[config.mk]
export PLATFORM = sky130hd
export DESIGN_NAME = ps2kb_event_fifo
export DESIGN_NICKNAME = d
export VERILOG_FILES = /design/src/rtl/ps2kb_event_fifo.sv
export SDC_FILE = /design/constraint.sdc
export NUM_CORES = 1
export LEC_CHECK = 0
export ABC_AREA = 1
export CAP_MARGIN = 0
export CORE_MARGIN = 2
export CORE_UTILIZATION = 34
export CTS_CLUSTER_SIZE = 40
export DETAILED_ROUTE_END_ITERATION = 8
export REMOVE_ABC_BUFFERS = 1
export SLEW_MARGIN = 10
export SYNTH_ARGS = -nofsm -noshare
export SYNTH_HDL_FRONTEND = slang
export SYNTH_SLANG_ARGS = --single-unit
[constraint.sdc]
create_clock -name clock -period 2.62 [get_ports clock]
set_input_delay 0.262 -clock clock [delete_from_list [all_inputs] [get_ports clock]]
set_output_delay 0.262 -clock clock [all_outputs]
set_load 0.02 [all_outputs]
[src/rtl/ps2kb_event_fifo.sv]
// PS/2 keyboard receiver with E0/F0 prefix decoding and a first-word-fall-through
// event FIFO. Frames are checked for start, odd parity, stop and inter-edge timeout.
module ps2kb_event_fifo #(
   parameter int OVER_TIME   = 1000,
   parameter int FIFO_DEPTH  = 8,
   parameter int SYNC_STAGES = 2
) (
   input  logic                            clock,
   input  logic                            reset,
   input  logic                            device_clock,
   input  logic                            device_data,
   output logic                            event_valid,
   input  logic                            event_ready,
   output logic [7:0]                      keycode,
   output logic                            key_break,
   output logic                            key_extended,
   output logic                            key_error,
   output logic [$clog2(FIFO_DEPTH):0]     fifo_count,
   output logic                            overflow,
   input  logic                            clear_overflow,
   output logic                            irq
);

   localparam int AW = $clog2(FIFO_DEPTH);
   localparam int CW = AW + 1;
   localparam int TW = $clog2(OVER_TIME + 1);

   // Synchronisers and edge detection
   logic [SYNC_STAGES-1:0] clk_sync;
   logic [SYNC_STAGES-1:0] data_sync;
   logic                   clk_prev;
   logic                   fall;
   logic                   data_s;

   // Receiver state
   logic [3:0]    bit_cnt;
   logic [9:0]    frame;
   logic [TW-1:0] tcnt;
   logic          byte_stb;
   logic          err_stb;
   logic [7:0]    rx_byte;

   // Decoder state; event layout is {err, ext, brk, byte}
   logic          ext;
   logic          brk;
   logic          push;
   logic [10:0]   push_data;

   // FIFO state
   logic [10:0]   mem [FIFO_DEPTH];
   logic [AW-1:0] wr_ptr;
   logic [AW-1:0] rd_ptr;
   logic [CW-1:0] count;
   logic [10:0]   head;
   logic          do_push;
   logic          do_pop;
   logic [CW-1:0] next_count;
   logic [10:0]   next_head;

   assign fall   = clk_prev & ~clk_sync[SYNC_STAGES-1];
   assign data_s = data_sync[SYNC_STAGES-1];

   // Bring the asynchronous PS/2 lines into the clock domain
   always_ff @(posedge clock or posedge reset) begin
      if (reset) begin
         clk_sync  <= '0;
         data_sync <= '0;
         clk_prev  <= 1'b0;
      end else begin
         clk_sync  <= {clk_sync[SYNC_STAGES-2:0], device_clock};
         data_sync <= {data_sync[SYNC_STAGES-2:0], device_data};
         clk_prev  <= clk_sync[SYNC_STAGES-1];
      end
   end

   // Shift in frame bits on falling edges, check the frame, and abort stalled frames
   always_ff @(posedge clock or posedge reset) begin
      if (reset) begin
         bit_cnt  <= '0;
         frame    <= '0;
         tcnt     <= '0;
         byte_stb <= 1'b0;
         err_stb  <= 1'b0;
         rx_byte  <= '0;
      end else begin
         byte_stb <= 1'b0;
         err_stb  <= 1'b0;
         if (fall) begin
            tcnt <= '0;
            if (bit_cnt == 4'd10) begin
               bit_cnt <= '0;
               if (!frame[0] && (^frame[9:1]) && data_s) begin
                  byte_stb <= 1'b1;
                  rx_byte  <= frame[8:1];
               end else begin
                  err_stb <= 1'b1;
               end
            end else begin
               frame[bit_cnt] <= data_s;
               bit_cnt        <= bit_cnt + 4'd1;
            end
         end else if (bit_cnt != 4'd0) begin
            if (tcnt == TW'(OVER_TIME - 1)) begin
               tcnt    <= '0;
               bit_cnt <= '0;
               err_stb <= 1'b1;
            end else begin
               tcnt <= tcnt + 1'b1;
            end
         end
      end
   end

   // Fold E0/F0 prefixes into flags and emit one event per key byte or error
   always_ff @(posedge clock or posedge reset) begin
      if (reset) begin
         ext       <= 1'b0;
         brk       <= 1'b0;
         push      <= 1'b0;
         push_data <= '0;
      end else begin
         push <= 1'b0;
         if (err_stb) begin
            push      <= 1'b1;
            push_data <= {1'b1, 2'b00, 8'hFF};
            ext       <= 1'b0;
            brk       <= 1'b0;
         end else if (byte_stb) begin
            if (rx_byte == 8'hE0) begin
               ext <= 1'b1;
            end else if (rx_byte == 8'hF0) begin
               brk <= 1'b1;
            end else begin
               push      <= 1'b1;
               push_data <= {1'b0, ext, brk, rx_byte};
               ext       <= 1'b0;
               brk       <= 1'b0;
            end
         end
      end
   end

   assign do_pop  = event_ready & (count != '0);
   assign do_push = push & ((count != CW'(FIFO_DEPTH)) | do_pop);

   // Next occupancy and next registered head word
   always_comb begin
      next_count = count;
      next_head  = '0;
      if (do_push && !do_pop) begin
         next_count = count + 1'b1;
      end else if (!do_push && do_pop) begin
         next_count = count - 1'b1;
      end
      // The head register is loaded from whichever word will sit at rd_ptr next:
      // the incoming push when the FIFO is (or becomes) a single entry, else memory.
      if (next_count == '0) begin
         next_head = '0;
      end else if (!do_pop) begin
         next_head = (count == '0) ? push_data : head;
      end else if (count == CW'(1)) begin
         next_head = push_data;
      end else begin
         next_head = mem[rd_ptr + 1'b1];
      end
   end

   // Storage array write port
   always_ff @(posedge clock) begin
      if (do_push) begin
         mem[wr_ptr] <= push_data;
      end
   end

   // Pointers, occupancy and registered head
   always_ff @(posedge clock or posedge reset) begin
      if (reset) begin
         wr_ptr      <= '0;
         rd_ptr      <= '0;
         count       <= '0;
         head        <= '0;
         event_valid <= 1'b0;
      end else begin
         if (do_push) begin
            wr_ptr <= wr_ptr + 1'b1;
         end
         if (do_pop) begin
            rd_ptr <= rd_ptr + 1'b1;
         end
         count       <= next_count;
         head        <= next_head;
         event_valid <= (next_count != '0);
      end
   end

   // Sticky drop indicator; a new drop outranks a simultaneous clear
   always_ff @(posedge clock or posedge reset) begin
      if (reset) begin
         overflow <= 1'b0;
      end else if (push && !do_push) begin
         overflow <= 1'b1;
      end else if (clear_overflow) begin
         overflow <= 1'b0;
      end
   end

   assign keycode      = head[7:0];
   assign key_break    = head[8];
   assign key_extended = head[9];
   assign key_error    = head[10];
   assign fifo_count   = count;
   assign irq          = event_valid;

endmodule

== Word-level counts from Yosys, hierarchy flattened ==
Memories as Yosys holds them, arrays and structs flattened.
Index checks and enable logic that the tools add are counted.

* Output and inout bits: 18
* Memory bits (writable): 88
* Word-level logic and storage cells: 113
* Memories kept: 1
* Flip-flop bits (word level): 76
* Bits of input ports: 6

{| class="wikitable"
|+ Memory list
! memory !! words !! width !! read ports !! clocked after Yosys merged registers in !! write ports !! line !! RTL
|-
| mem || 8 || 11 || 1 || 0 || 1 || 50 || <nowiki>logic [10:0] mem [FIFO_DEPTH];</nowiki>
|}

* Bitwise logic cells: 6
* Equal/unequal tests: 9
* $lt $le $gt $ge: 2
* Reduce and logical (&&, ||, !) cells: 26
* Add/subtract/negate cells: 6
* Multiplexer cells: 44

{| class="wikitable"
|+ Operators by type and width
! cell !! count
|-
| $mux W11 || 8
|-
| $mux W10 || 3
|-
| $mux W1 || 25
|-
| $mux W4 || 6
|-
| $eq A8 B8 Y1 const B || 2
|-
| $reduce_bool A4 Y1 || 3
|-
| $add A10 B1 Y10 const B || 1
|-
| $bwmux W10 || 1
|-
| $eq A10 B10 Y1 const B || 1
|-
| $reduce_xor A9 Y1 || 1
|-
| $add A4 B1 Y4 const B || 2
|-
| $logic_not A4 Y1 || 2
|-
| $reduce_and A2 Y1 || 4
|-
| $reduce_bool A2 Y1 || 4
|-
| $add A3 B1 Y3 const B || 2
|-
| $logic_and A1 B1 Y1 || 6
|-
| $reduce_and A3 Y1 || 2
|-
| $lt A4 B5 Y1 const B || 1
|-
| $demux W1 S4 || 1
|-
| $eq A4 B1 Y1 const B || 1
|-
| $eq A4 B4 Y1 const B || 1
|-
| $ge A4 B1 Y1 const B || 1
|-
| $ne A2 B2 Y1 const B || 2
|-
| $ne A4 B4 Y1 const B || 1
|-
| other kinds (7) || 12
|}

== Depth between registers and ports, before layout ==
* Word-level depth: 10
* Mapped depth: 12
* Depth with buffers taken out: 12

== Least setup slack after synthesis ==
OpenSTA, ideal clock, no wires.

* Path type: reg2reg
* Start: reg count[0], in the netlist fifo_count[0]
* End: mem mem[4][0] (enable)
* Cell stages (with the launch flop): 7
* Period minus slack after synthesis: 2.334 ns
* Slack: 0.286 ns
* Library setup time: 0.378 ns
* Arrival time: 1.956 ns
* Required time: 2.242 ns
* Path buffers: 0
* Cells stage by stage: dfrtp_1 inv_1 ha_1 nand3_2 nand2_1 or2_2 nor2_1

* Cells in the longest elaborated chain, start to end: 6
* Elaborated cells between the ends (all ways): 7
* Those cells by class: eq/ne: 1; mux: 2; bitwise: 3; reduce/logical: 1

{| class="wikitable"
|+ RTL lines
! element !! line !! RTL
|-
| start: declaration || 53 || <nowiki>logic [CW-1:0] count;</nowiki>
|-
| start signal: assignment || 190 || <nowiki>count <= next_count;</nowiki>
|-
| $reduce_bool A4 Y1 || 143 || <nowiki>assign do_pop = event_ready & (count != '0);</nowiki>
|-
| $and A1 B1 Y1 || 143 ||
|-
| $or A1 B1 Y1 (*) || 144 || <nowiki>assign do_push = push & ((count != CW'(FIFO_DEPTH)) | do_pop);</nowiki>
|-
| $and A1 B1 Y1 (*) || 144 ||
|-
| $mux W1 (*) || 170 || <nowiki>if (do_push) begin</nowiki>
|-
| $mux W1 (implied by the code) (*) || 171 || <nowiki>mem[wr_ptr] <= push_data;</nowiki>
|-
| end: declaration || 50 ||
|}

Mark *: on every way between the ends. The rest lies on a longest branch, timed or not.

== Final worst setup path ==
* Start: reg count[0], in the netlist fifo_count[0]
* End: reg head[10]

* Cells in the longest elaborated chain, start to end: 10
* Elaborated cells between the ends (all ways): 20
* Those cells by class: add/sub: 2; eq/ne: 2; mux: 5; bitwise: 3; reduce/logical: 8

{| class="wikitable"
|+ RTL lines
! element !! line !! RTL
|-
| $reduce_bool A4 Y1 || 143 ||
|-
| $and A1 B1 Y1 || 143 ||
|-
| $or A1 B1 Y1 || 144 ||
|-
| $and A1 B1 Y1 || 144 ||
|-
| $logic_not A1 Y1 || 152 || <nowiki>end else if (!do_push && do_pop) begin</nowiki>
|-
| $logic_and A1 B1 Y1 || 152 ||
|-
| $mux W4 || 152 ||
|-
| $mux W4 (*) || 150 || <nowiki>if (do_push && !do_pop) begin</nowiki>
|-
| named net next_count[0] || 57 || <nowiki>logic [CW-1:0] next_count;</nowiki>
|-
| $logic_not A4 Y1 (*) || 157 || <nowiki>if (next_count == '0) begin</nowiki>
|-
| $reduce_bool A3 Y1 (no source line) / $mux W11 (equally long branches) || - ||
|-
| end signal: assignment || 191 || <nowiki>head <= next_head;</nowiki>
|-
| end: declaration || 54 || <nowiki>logic [10:0] head;</nowiki>
|}

Mark *: on every way through the listed nets, which the timed path passes. The rest lies on a longest branch.
A chain may end at the register's enable or synchronous reset.

==> metrics.csv <==
metric,value,unit
# IOs,24,
H-tree depth,4,
clock root buffer,clkbuf_16,
mux share of post-synthesis cell area,0,%
CP Buf/Inv Count,1,
Final Slew Violations,0,
post-CTS sizing,0,
FF-to-FF path depth,9,
DR WL/cell,14.84,um
first-pass GRT wire length,26640,um
slowest CP cell,dfrtp_1,
Setup crit end kind,flip-flop,
worst hold slack,0.1618,ns
CTS tree,built,
"EDFF count, synth",88,
initial antenna violation count,0,
most frequent cell after synthesis,nand2_1,
"area leader, netlist",edfxtp_1,
Post-DP HPWL,11440,um
Critical Path RT,2.91,ns
CP max FO,12,
worst path arrival time,2.45,ns
placed insts,1079,
total grt overflow,0,
DR iter-0 viols,347,
n_diodes,0,
Simple-Gate Fraction of Synth Area,25.94,%
Starting Density,34.32,%
largest family of logic cells by synthesized area,simple AND/OR/NAND/NOR gates,
synth top area cells,"edfxtp_1, dfrtp_1, nand2_1",
synth cell count leaders,"nand2_1, edfxtp_1, dfrtp_1, nand3_1, inv_1",
CP dominant cell by count,nand3_4,
TritonCTS Buffers,17,
Clock Tree Buf Depth,2,
Synth top area share,35.62,%
status,"complete, no violations",
Post-CTS Hold Buffers,0,
Post-Synth Adder-Cell Area,1.012,%
Max Fclk,0.4626,GHz
Area Overhead vs Synth,15.78,%
Via density,4.734,
crit-path leading delay family,simple AND/OR/NAND/NOR gates,
Main synth FF type,edfxtp_1,
nets,830,
Netlist cell types,35,
register area share after synthesis,61.25,%
setup violators final,0,
clk_lat worst skew,0.42,ns
Core ar.,0.02162,mm2
share of the clock period used by the worst path,82.51,%
Port Buffers,23,
Least-Margin Pin Slew,0.6416,ns
"Critical Path, Cell by Cell",inv_1 -> ha_1 -> nand3_4 -> nand2_4 -> nand3_4 -> nand3_1 -> nand2_2 -> nor2_4 -> a21oi_1,
fin cells,1111,
critical path depth in cells,9,
RSZ-0062 raised after global routing,false,
"slowest stage delay, CP",0.43,ns
Post-Syn Area,0.007420,mm2
Critical Path Start Type,flip-flop,
pin count of the biggest net entering global routing,54,
number of global-route vias before repair,5140,
DIE WIDTH,151.7,um
Worst VDD drop,0.0004770,V
syn avg cell area,9.464,um2
# fillers,2100,
Std-Cell Rows,54,
final worst path period need,2.162,ns
# DRC,0,
power per standard cell area,1121,mW/mm2
total number of vias,5259,
Routed Antenna Nets,0,
CP Class,reg2reg,
Initial DRT Pass Iterations,5,
total track usage,15.40,%
die area,0.02302,mm2
Worst-path clk slew,0.06,ns
leakage,3.723,nW
layout cells sized above 1,10.11,%
setup_tns,0,ns
XOR/XNOR Fraction of Synth Area,0.7083,%
Hold WC Path Type,in2async,
synthesized flop and latch total,164,
Mapped Cells,784,
Compound-Gate Fraction of Synth Area,6.071,%
clk_skew,0.007624,ns
max-cap check violation count,0,
routability congestion estimate,0.8410,
Final Hold Viols,0,
setup bufs post-CTS,0,
Detailed Route WL,16490,um
chip height,151.7,um
Slew HR,57.11,%
"FFs w/ async S/R, synth",46.34,%
Num Clock Sinks,164,
yosys synthesis warning count,0,
## report_power, final
group	internal (mW)	total, mW	switching [mW]
clock	1.49	2.44	0.954
sequential	3.04	3.43	0.390
combinational	1.28	3.76	2.48
## through the flow
step / total power, mW / instance area, um2 / setup WS, ns / util (%)
after CTS: 9.711 / 8591 / 0.4383 / 39.73
final: 9.633 / 8591 / 0.4582 / 39.73
after global placement: 7.192 / 8013 / 0.4688 / 37.06
after global routing: 10.31 / 8591 / 0.2569 / 39.73
after floorplan: 5.872 / 7271 / 0.02867 / -
after detailed placement: 7.233 / 8013 / 0.4240 / 37.06
## layout by cell type (no fill, tap or decap), types with 3 or more instances in the layout
cell | synthesis | final
edfxtp_1 | 88 | 88
buf_4 | 2 | 16
inv_1 | 51 | 50
a21oi_1 | 26 | 26
clkinv_1 | 1 | 3
nor3_1 | 7 | 7
nand3_4 | 3 | 3
clkinv_2 | 0 | 4
nand2_2 | 9 | 9
clkbuf_16 | 0 | 17
clkbuf_1 | 13 | 4
a21oi_2 | 9 | 9
o21ai_0 | 41 | 41
nand2_1 | 279 | 279
xor2_1 | 4 | 4
nand4_1 | 9 | 9
bufinv_16 | 0 | 3
nor2_1 | 44 | 44
clkdlybuf4s50_1 | 0 | 23
dfrtp_1 | 76 | 76
nor2_4 | 4 | 4
nand3_1 | 76 | 76
ha_1 | 6 | 6
inv_2 | 6 | 6
## cells by family after synthesis
group / Yosys count
buffers and inverters: 85
and+or+nand+nor: 441
AOI/OAI and AO/OA: 82
adders and majority gates: 6
xor gates and xnor gates: 6
DFF: 164
## state kept, by name (all words and copies together) (netlist names)
signal and cells:
clk_prev 1, clk_sync 2, head 11, brk 1
rd_ptr 3, ext 1, err_stb 1, event_valid 1
overflow 1, wr_ptr 3, tcnt 10, mem 88
bit_cnt 4, frame 10, fifo_count 4, push 1
push_data 11, data_sync 2, byte_stb 1, rx_byte 8
## per-layer routing
metal | track usage (%) | wire length (um) | vias to the layer above
met5 | 0 | 0 | -
met4 | 5.602 | 342 | 0
met3 | 3.383 | 544 | 23
met2 | 25.99 | 8330 | 70
met1 | 19.46 | 7272 | 2493
li1 | - | - | 2673
## layout make-up
| cell class | count | area [um2] | area share [%] |
|---|---|---|---|
| multi-input combinational | 535 | 2502 | 29.13 |
| clock inverter | 11 | 137.6 | 1.602 |
| tap | 280 | 350.3 | 4.078 |
| clock buffer | 21 | 440.4 | 5.127 |
| sequential | 164 | 4544 | 52.90 |
| timing repair buffer | 41 | 390.4 | 4.544 |
| inverter | 59 | 225.2 | 2.622 |
## worst reg2reg max path, delay by kind of cell, from the launching register on
family	cells	cell delay [ns]
buffers and inverters	1	0.15
DFF	1	0.43
AOI/OAI and AO/OA	1	0.14
adders and majority gates	1	0.32
and+or+nand+nor	6	0.99
## path summary, 6_finish.rpt
check | start | to | slack, ns
worst max-delay path | fifo_count[0] | head[10] | 0.46
worst min-delay path | reset | overflow | 0.16
worst max register to register | fifo_count[0] | head[10] | 0.46
worst min register to register | data_sync[0] | data_sync[1] | 0.35
max in group asynchronous | reset | push_data[5] | 1.83
min in group clock | device_clock | clk_sync[0] | 0.28
No activity file was read; power rests on OpenSTA's default activity.
